`config.mk`:
```
export PLATFORM = sky130hd
export DESIGN_NAME = dmx_transmitter
export DESIGN_NICKNAME = d
export VERILOG_FILES = /design/src/rtl/dmx_pkg.sv /design/src/rtl/dmx_baud_tick.sv /design/src/rtl/dmx_transmitter.sv
export SDC_FILE = /design/constraint.sdc
export NUM_CORES = 1
export LEC_CHECK = 0
export ABC_AREA = 1
export BUFFER_PORTS_ARGS = -buffer_cell sky130_fd_sc_hd__buf_2
export CORE_ASPECT_RATIO = 1.5
export CORE_MARGIN = 8
export CORE_UTILIZATION = 35
export CTS_BUF_LIST = sky130_fd_sc_hd__clkbuf_16
export CTS_CLUSTER_DIAMETER = 150
export CTS_CLUSTER_SIZE = 8
export DETAILED_ROUTE_END_ITERATION = 8
export GPL_ROUTABILITY_DRIVEN = 1
export SLEW_MARGIN = 20
export SYNTH_ARGS = -nofsm -noshare
export SYNTH_HDL_FRONTEND = slang
export SYNTH_SLANG_ARGS = --single-unit
```
`constraint.sdc`:
```
create_clock -name CLK12 -period 2.9 [get_ports CLK12]
set_input_delay 0.435 -clock CLK12 [delete_from_list [all_inputs] [get_ports CLK12]]
set_output_delay 0.435 -clock CLK12 [all_outputs]
set_load 0.01 [all_outputs]
```
`src/rtl/dmx_pkg.sv`:
```
// Shared types and constants for the DMX512 transmitter.
package dmx_pkg;

    typedef enum logic [2:0] {
        StIdle,
        StBreak,
        StMab,
        StSlot,
        StIfg
    } dmx_state_t;

    localparam int unsigned DMX_SLOT_BITS = 11;
    localparam int unsigned DMX_MAX_SLOTS = 512;
    // Wide enough to hold slot indices 0..DMX_MAX_SLOTS (start code plus data slots).
    localparam int unsigned DMX_SLOT_W    = $clog2(DMX_MAX_SLOTS + 1);

    function automatic int unsigned dmx_div(input int unsigned clk_hz, input int unsigned baud);
        return clk_hz / baud;
    endfunction

endpackage

```
`src/rtl/dmx_baud_tick.sv`:
```
// Bit-period divider: DIV-cycle down-counter, tick on terminal count, synchronous restart.
module dmx_baud_tick #(
    parameter int unsigned DIV = 48
) (
    input  logic CLK12,
    input  logic RESET,
    input  logic restart,
    output logic tick
);

    localparam int unsigned W = $clog2(DIV);

    logic [W-1:0] cnt_q;

    always_ff @(posedge CLK12 or posedge RESET) begin
        if (RESET) begin
            cnt_q <= W'(DIV - 1);
        end else if (restart || (cnt_q == '0)) begin
            cnt_q <= W'(DIV - 1);
        end else begin
            cnt_q <= cnt_q - W'(1);
        end
    end

    assign tick = (cnt_q == '0);

endmodule

```
`src/rtl/dmx_transmitter.sv`:
```
// DMX512 frame transmitter: break, MAB, start code and SLOTS data slots fetched from slot memory.
// Define DMX_FRAME_CNT_EN to build the completed-frame counter driving frame_count.
module dmx_transmitter
    import dmx_pkg::*;
#(
    parameter int unsigned CLK_HZ     = 12_000_000,
    parameter int unsigned BAUD       = 250_000,
    parameter int unsigned SLOTS      = 512,
    parameter int unsigned BREAK_BITS = 22,
    parameter int unsigned MAB_BITS   = 2,
    parameter int unsigned IFG_BITS   = 4
) (
    input  logic        CLK12,
    input  logic        RESET,
    input  logic        enable,
    input  logic [7:0]  start_code,
    output logic        slot_rd,
    output logic [8:0]  slot_addr,
    input  logic [7:0]  slot_data,
    output logic        dmx_data,
    output logic        busy,
    output logic        frame_start,
    output logic        frame_done,
    output logic        sync,
    output logic [15:0] frame_count
);

    localparam int unsigned DIV      = dmx_div(CLK_HZ, BAUD);
    localparam int unsigned LAST_BIT = DMX_SLOT_BITS - 1;

    dmx_state_t            state_q, state_d;
    logic [7:0]            bit_q, bit_d;
    logic [DMX_SLOT_W-1:0] slot_q, slot_d;
    logic [7:0]            start_q, cur_q, cur_d, next_q;
    logic                  cap_q;
    logic                  tick, restart, begin_frame;
    logic                  line_d, rd_d;

    dmx_baud_tick #(
        .DIV(DIV)
    ) u_baud_tick (
        .CLK12  (CLK12),
        .RESET  (RESET),
        .restart(restart),
        .tick   (tick)
    );

    always_ff @(posedge CLK12 or posedge RESET) begin
        if (RESET) begin
            state_q     <= StIdle;
            bit_q       <= '0;
            slot_q      <= '0;
            start_q     <= '0;
            cur_q       <= '0;
            next_q      <= '0;
            cap_q       <= 1'b0;
            dmx_data    <= 1'b1;
            slot_rd     <= 1'b0;
            slot_addr   <= '0;
            frame_start <= 1'b0;
        end else begin
            state_q     <= state_d;
            bit_q       <= bit_d;
            slot_q      <= slot_d;
            cur_q       <= cur_d;
            dmx_data    <= line_d;
            slot_rd     <= rd_d;
            frame_start <= begin_frame;
            cap_q       <= slot_rd;
            if (rd_d) begin
                slot_addr <= slot_q[8:0];
            end
            // Memory data is valid the cycle after the read strobe.
            if (cap_q) begin
                next_q <= slot_data;
            end
            if (begin_frame) begin
                start_q <= start_code;
            end
        end
    end

    always_comb begin
        state_d     = state_q;
        bit_d       = bit_q;
        slot_d      = slot_q;
        cur_d       = cur_q;
        begin_frame = 1'b0;
        restart     = 1'b0;
        frame_done  = 1'b0;
        unique case (state_q)
            StIdle: begin
                if (enable) begin
                    begin_frame = 1'b1;
                    restart     = 1'b1;
                end
            end
            StBreak: begin
                if (tick) begin
                    if (bit_q == 8'(BREAK_BITS - 1)) begin
                        state_d = StMab;
                        bit_d   = '0;
                    end else begin
                        bit_d = bit_q + 8'd1;
                    end
                end
            end
            StMab: begin
                if (tick) begin
                    if (bit_q == 8'(MAB_BITS - 1)) begin
                        state_d = StSlot;
                        bit_d   = '0;
                        slot_d  = '0;
                        cur_d   = start_q;
                    end else begin
                        bit_d = bit_q + 8'd1;
                    end
                end
            end
            StSlot: begin
                if (tick) begin
                    if (bit_q == 8'(LAST_BIT)) begin
                        bit_d = '0;
                        if (slot_q == DMX_SLOT_W'(SLOTS)) begin
                            frame_done = 1'b1;
                            if (IFG_BITS == 0) begin
                                if (enable) begin
                                    begin_frame = 1'b1;
                                end else begin
                                    state_d = StIdle;
                                end
                            end else begin
                                state_d = StIfg;
                            end
                        end else begin
                            slot_d = slot_q + DMX_SLOT_W'(1);
                            cur_d  = next_q;
                        end
                    end else begin
                        bit_d = bit_q + 8'd1;
                    end
                end
            end
            StIfg: begin
                if (tick) begin
                    if (bit_q == 8'(IFG_BITS - 1)) begin
                        bit_d = '0;
                        if (enable) begin
                            begin_frame = 1'b1;
                        end else begin
                            state_d = StIdle;
                        end
                    end else begin
                        bit_d = bit_q + 8'd1;
                    end
                end
            end
            default: state_d = StIdle;
        endcase
        if (begin_frame) begin
            state_d = StBreak;
            bit_d   = '0;
        end
    end

    // Line level for the bit about to start; registered so edges align with terminal count.
    always_comb begin
        line_d = 1'b1;
        if (state_d == StBreak) begin
            line_d = 1'b0;
        end else if (state_d == StSlot) begin
            if (bit_d == 8'd0) begin
                line_d = 1'b0;
            end else if (bit_d <= 8'd8) begin
                line_d = cur_d[3'(bit_d - 8'd1)];
            end
        end
        rd_d = (state_q == StSlot) && tick && (bit_q == 8'd8) && (slot_q < DMX_SLOT_W'(SLOTS));
    end

    assign busy = (state_q != StIdle);
    assign sync = (state_q == StBreak);

`ifdef DMX_FRAME_CNT_EN
    logic [15:0] frame_cnt_q;

    always_ff @(posedge CLK12 or posedge RESET) begin
        if (RESET) begin
            frame_cnt_q <= '0;
        end else if (frame_done) begin
            frame_cnt_q <= frame_cnt_q + 16'd1;
        end
    end

    assign frame_count = frame_cnt_q;
`else
    assign frame_count = 16'd0;
`endif

endmodule

```
* After elaboration in Yosys (flattened, before gate mapping)
Cells that the tools add are included.
** Storage, ports and cells
- Memories kept :: 0
- Register bits :: 64
- Latch bits :: 0
- Logic and storage cells :: 96
- RAM bits :: 0
- Bits in read-only memories :: 0
** Operators by class
- Shift operators :: 0
- Bitwise operators :: 0
- Multiply operators :: 0
- Add/subtract/negate cells :: 4
- Multiplexer cells :: 50
- $lt $le $gt $ge :: 3
- Divide/modulo/power cells :: 0
- Eq/ne operators :: 17
- Reduce and logical (&&, ||, !) cells :: 10
** Operator list (number)
- two-way mux 8 bit :: 14
- two-way mux 10 bit :: 5
- two-way mux 3 bit :: 11
- one-hot mux 8 bit (4 select lines) :: 1
- one-hot mux 10 bit (2 select lines) :: 1
- equality test 8 x 4 -> 1 bit (second input constant) :: 2
- one-hot mux 8 bit (2 select lines) :: 1
- one-hot mux 3 bit (5 select lines) :: 1
- two-way mux 1 bit :: 13
- adder 10 x 1 -> 10 bit (second input constant) :: 1
- equality test 10 bit (second input constant) :: 1
- < comparator 10 bit (second input constant) :: 1
- inequality test 2 bit (second input constant) :: 5
- equality test 3 x 2 -> 1 bit (second input constant) :: 3
- adder 8 x 1 -> 8 bit (second input constant) :: 1
- equality test 8 x 1 -> 1 bit (second input constant) :: 1
- equality test 8 x 2 -> 1 bit (second input constant) :: 1
- equality test 8 x 5 -> 1 bit (second input constant) :: 1
- <= comparator 8 x 4 -> 1 bit (second input constant) :: 1
- logical NOT 8 bit :: 1
- equality test 3 x 1 -> 1 bit (second input constant) :: 2
- logical NOT 6 bit :: 1
- two-way mux 6 bit :: 1
- AND reduction 6 bit :: 1
- 11 further kinds :: 13

* Logic depth before layout (Yosys ltp)
- Depth in word-level cells :: 12
- Depth in mapped cells :: 20

* By module
A second synthesis with hierarchy kept.
** Unflattened totals
- Cell total of the unflattened synthesis :: 514
- Area total of the unflattened synthesis :: 3807.4 um^2
** Modules (own cells, without submodules)
- dmx_transmitter :: area an instance 3462.1 um^2, cells each 477, times used 1
- dmx_baud_tick :: area an instance 345.3 um^2, cells each 37, times used 1

* Least setup slack after synthesis
Ideal clock, no wire load.
- Path type :: register to register
- Start point :: reg u_baud_tick.cnt_q[0]
- End point :: reg dmx_data
- Arrival time :: 2458 ps
- Path slack :: 366 ps
- Required time :: 2824 ps
- Cell stages (with the launch flop) :: 18
- Clock period less this slack :: 2534 ps
- Cell sequence :: dfstp_2 > inv_1 > ha_1 > nand2_2 > nor2_8 > nand2_2 > nand2_1 > a2111oi_0 > nor2_1 > a21oi_1 > o21ai_0 > ha_1 > inv_1 > nand3_1 > nand3_1 > nand3_1 > nand3_1 > nand2_1
** On the way
- Word-level cells in the longest chain between the ends :: 11
- Elaborated cells between the ends (all ways) :: 29
- Those cells by class :: add/sub: 1; order compare: 1; eq/ne: 2; mux: 23; reduce/logical: 2
** Ends and longest elaborated chain
- from (decl) :: line dmx_baud_tick.sv:13 : logic [W-1:0] cnt_q;
- from (signal assigned) :: line dmx_baud_tick.sv:17 : cnt_q <= W'(DIV - 1);
- from (signal assigned) :: line dmx_baud_tick.sv:19 : cnt_q <= W'(DIV - 1);
- from (signal assigned) :: line dmx_baud_tick.sv:21 : cnt_q <= cnt_q - W'(1);
- logical NOT 6 bit (*) :: line dmx_baud_tick.sv:25 : assign tick = (cnt_q == '0);
- two-way mux 8 bit (tied with other cells) :: line dmx_transmitter.sv:145 : if (tick) begin
- one-hot mux 8 bit (4 select lines) / one-hot mux 1 bit (2 select lines) (equally long branches) :: line dmx_transmitter.sv:91 : unique case (state_q)
- two-way mux 8 bit :: line dmx_transmitter.sv:160 : if (begin_frame) begin
- subtractor 3 x 1 -> 3 bit :: line dmx_transmitter.sv:175 : line_d = cur_d[3'(bit_d - 8'd1)];
- binary-select mux 1 bit (select 3 bit) :: line dmx_transmitter.sv:175
- two-way mux 1 bit (implied by the code) :: line dmx_transmitter.sv:175
- two-way mux 1 bit :: line dmx_transmitter.sv:174 : end else if (bit_d <= 8'd8) begin
- two-way mux 1 bit :: line dmx_transmitter.sv:172 : if (bit_d == 8'd0) begin
- two-way mux 1 bit :: line dmx_transmitter.sv:171 : end else if (state_d == StSlot) begin
- two-way mux 1 bit (*) :: line dmx_transmitter.sv:169 : if (state_d == StBreak) begin
- via line_d :: line dmx_transmitter.sv:37 : logic line_d, rd_d;
- to (signal assigned) :: line dmx_transmitter.sv:66 : dmx_data <= line_d;
- to (decl) :: line dmx_transmitter.sv:20 : output logic dmx_data,
Mark *: on every way through the listed nets, which the timed path passes. The rest lies on a longest branch. The select of a mux whose other input is x is not followed.
A chain may end at the register's enable or synchronous reset.

* Worst setup path after layout
Same ends and word-level chain as after synthesis.

==> reports/summary.txt <==
initial DRC count: 124
crit path time final: 2.66 ns
via count: 3070
status: completed
Chip Height: 143 um
DRC: 0
WHS: 0.182 ns
normalized max-slew margin: 58.7%
Netlist cell types: 43
final-report hold violation count: 0
setup TNS: 0 ns
Vias per Instance: 4.62
Placer Congestion: 0.878
synthesized instance count: 476
drt pass-1 iters: 4
Ys Warns: 0
Buffers on Ports: 33
Top-Level Pins: 50
Worst EP arrival: 2.92 ns
post-synthesis average cell area: 7.91 um2
total routed wirelength: 8510 um
post-route ant nets: 0
GRT Total Usage: 12.5%
CP endpoint kind: register
vias in the first global route: 3087
Area growth, synth to finish: 15.6%
ratio of cells with drive above 1 in the final layout: 21.9%
die footprint: 14400 um2
Antenna diodes: 0
Final HPWL DP: 6730 um
flops & latches, synth: 64
max cap viols: 0
Worst IR Drop VDD: 0.405 mV
Worst Hold Class: input pin to asynchronous set/reset pin
register area share after synthesis: 42.8%
Routed wire per std cell: 12.8 um
commonest non-fill, non-tap cell in the layout: nand2_1
most frequent cells in the layout: nand2_1 (144), inv_1 (58), dfrtp_1 (58)
TritonCTS Buffers: 9
Final Skew: 0.00377 ns
GRT overflow: 0
Die X: 101 um
NumNets Final: 545
CTS clock-pin slew for the worst setup and hold paths: 0.05 ns
core area: 10500 um2
Slew Limit Fails: 0
pwr dens: 636 nW/um2
area of the mapped netlist: 3760 um2
RSZ-0062 raised after global routing: no
Clock Sinks: 64
largest net degree at the start of global routing: 37
CP Launch Type: register
# Post-CTS Setup Buffers: 0
first-pass GRT wire length: 14200 um
Worst-Margin Slew: 0.619 ns
Site Rows: 46
H-Tree Depth: 3
initial antenna violation count: 0
maximum buffer depth of the clock tree: 2
Initial Util: 35.7%
Root Driver: clkbuf_16
CP Max Fanout: 8
Max Fclk: 376 MHz
clock latency on the worst-skew pair: 0.33 ns
CTS tree: yes
Setup CP Type: register to register
Leakage: 2.33 nW
Setup Viol. Count Final: 0
Crit path required time: 3.16 ns
Tcrit/Tclk final: 91.6%
power breakdown:
| group | internal [W] | switching (W) | total [W] | leakage (nW) |
|---|---|---|---|---|
| clock | 0.000737 | 0.000370 | 0.00111 | 0.161 |
| combinational | 0.000214 | 0.000356 | 0.000570 | 1.31 |
| sequential | 0.00102 | 0.0000765 | 0.00109 | 0.853 |
| total | 0.00197 | 0.000802 | 0.00277 | 2.33 |
cell type report:
cell class                      instances  area (um2)
Sequential cell                        64        1610
Clock inverter                          7        80.1
Clock buffer                            9         225
Timing Repair Buffer                   38         215
Inverter                               64         240
Multi-Input combinational cell        339        1800
Tap cell                              144         180
Fill cell                            1089        6180
synthesized netlist by cell type:
cell type / count / area share, %
buf_6: 4 / 1.2
nand2_2: 11 / 1.8
o21ai_1: 2 / 0.27
nor2_1: 32 / 3.2
a32o_1: 1 / 0.27
conb_1: 1 / 0.10
a2111oi_0: 2 / 0.47
or2_2: 1 / 0.17
nand3_1: 36 / 4.8
dfstp_2: 6 / 4.2
inv_2: 7 / 0.70
nor3b_1: 3 / 0.60
a31oi_1: 1 / 0.17
nand3b_4: 1 / 0.53
a211oi_1: 1 / 0.20
o21ai_2: 2 / 0.47
a21oi_2: 1 / 0.23
nor3b_2: 1 / 0.33
a21oi_1: 10 / 1.3
dfrtp_1: 58 / 39
mux2_2: 8 / 2.4
nand4_1: 5 / 0.83
nand4_2: 1 / 0.33
nor2_4: 4 / 1.2
nand2_1: 145 / 14
a21oi_4: 1 / 0.43
nand3_2: 1 / 0.27
nor2_8: 1 / 0.53
clkinv_1: 1 / 0.10
nor3_1: 4 / 0.53
nor4_1: 3 / 0.50
o21ai_0: 16 / 2.1
xor2_1: 2 / 0.47
clkbuf_1: 3 / 0.30
nand3b_1: 1 / 0.20
ha_1: 10 / 3.3
inv_1: 56 / 5.6
xnor2_1: 1 / 0.23
o21a_1: 2 / 0.40
nand2_4: 3 / 0.90
nor3_4: 1 / 0.43
buf_4: 17 / 3.4
nor2_2: 9 / 1.5
routing by layer:
layer,up-vias,track usage [%],share of wire [%]
li1,1557,-,-
met5,-,0,0
met2,64,22.4,52
met3,18,3.07,4.1
met4,0,6.88,3.6
met1,1431,13.0,40
flip-flops by register name (all words and copies together), names as in the netlist, 3 cells and up:
| register | count |
|---|---|
| cur_q | 8 |
| state_q | 3 |
| next_q | 8 |
| start_q | 8 |
| u_baud_tick.cnt_q | 6 |
| slot_addr | 9 |
| bit_q | 8 |
| slot_q | 10 |
per-stage QoR:
step / instances / area, um2 / setup slack (ns) / util (%) / power [W]
after floorplan: 491 / 3820 / 0.366 / - / 0.00155
after global placement: 649 / 4030 / 0.180 / 38.3 / 0.00165
final: 665 / 4350 / 0.244 / 41.3 / 0.00277
after CTS: 665 / 4340 / 0.0992 / 41.2 / 0.00279
after detailed placement: 649 / 4030 / 0.106 / 38.3 / 0.00167
after global routing: 665 / 4350 / 0.0205 / 41.3 / 0.00294
path summary, 6_finish.rpt:
check / startpoint / cells past startpoint / end / slack [ns]
hold / removal: RESET / 2 / slot_rd$_DFF_PP0_ / 0.18
setup / recovery: u_baud_tick.cnt_q[0]$_DFF_PP1_ / 17 / dmx_data$_DFF_PP1_ / 0.24
setup reg to reg: u_baud_tick.cnt_q[0]$_DFF_PP1_ / 17 / dmx_data$_DFF_PP1_ / 0.24
hold reg to reg: slot_rd$_DFF_PP0_ / 0 / cap_q$_DFF_PP0_ / 0.37
max in group asynchronous: RESET / 3 / dmx_data$_DFF_PP1_ / 2.04
min in group CLK12: start_code[2] / 3 / start_q[2]$_DFFE_PP0P_ / 0.30
worst max-delay path, stage by stage (launching register included):
cell	delay [ns]
dfstp_2	0.53
inv_1	0.06
ha_1	0.23
nand2_2	0.12
nor2_8	0.06
nand2_2	0.09
nand2_1	0.09
a2111oi_2	0.30
nor2_1	0.07
a21oi_1	0.16
o21ai_2	0.10
ha_1	0.31
inv_1	0.09
nand3_1	0.08
nand3_1	0.09
nand3_1	0.08
nand3_1	0.07
nand2_1	0.05
what timing repair did:
item                                    in CTS  in global routing
resized for setup                            0                  6
endpoints found under the setup margin       0                  1
hold buffers                                 0                  0
kinds of logic after synthesis:
family,share of synthesized area [%]
AOI/OAI and AO/OA,6.35
xor gates and xnor gates,0.698
adders and majority gates,3.32
buffers and inverters,11.3
DFF,42.8
muxes,2.39
other,0.0996
and+or+nand+nor,33.1
No activity file was read; power rests on OpenSTA's default activity.
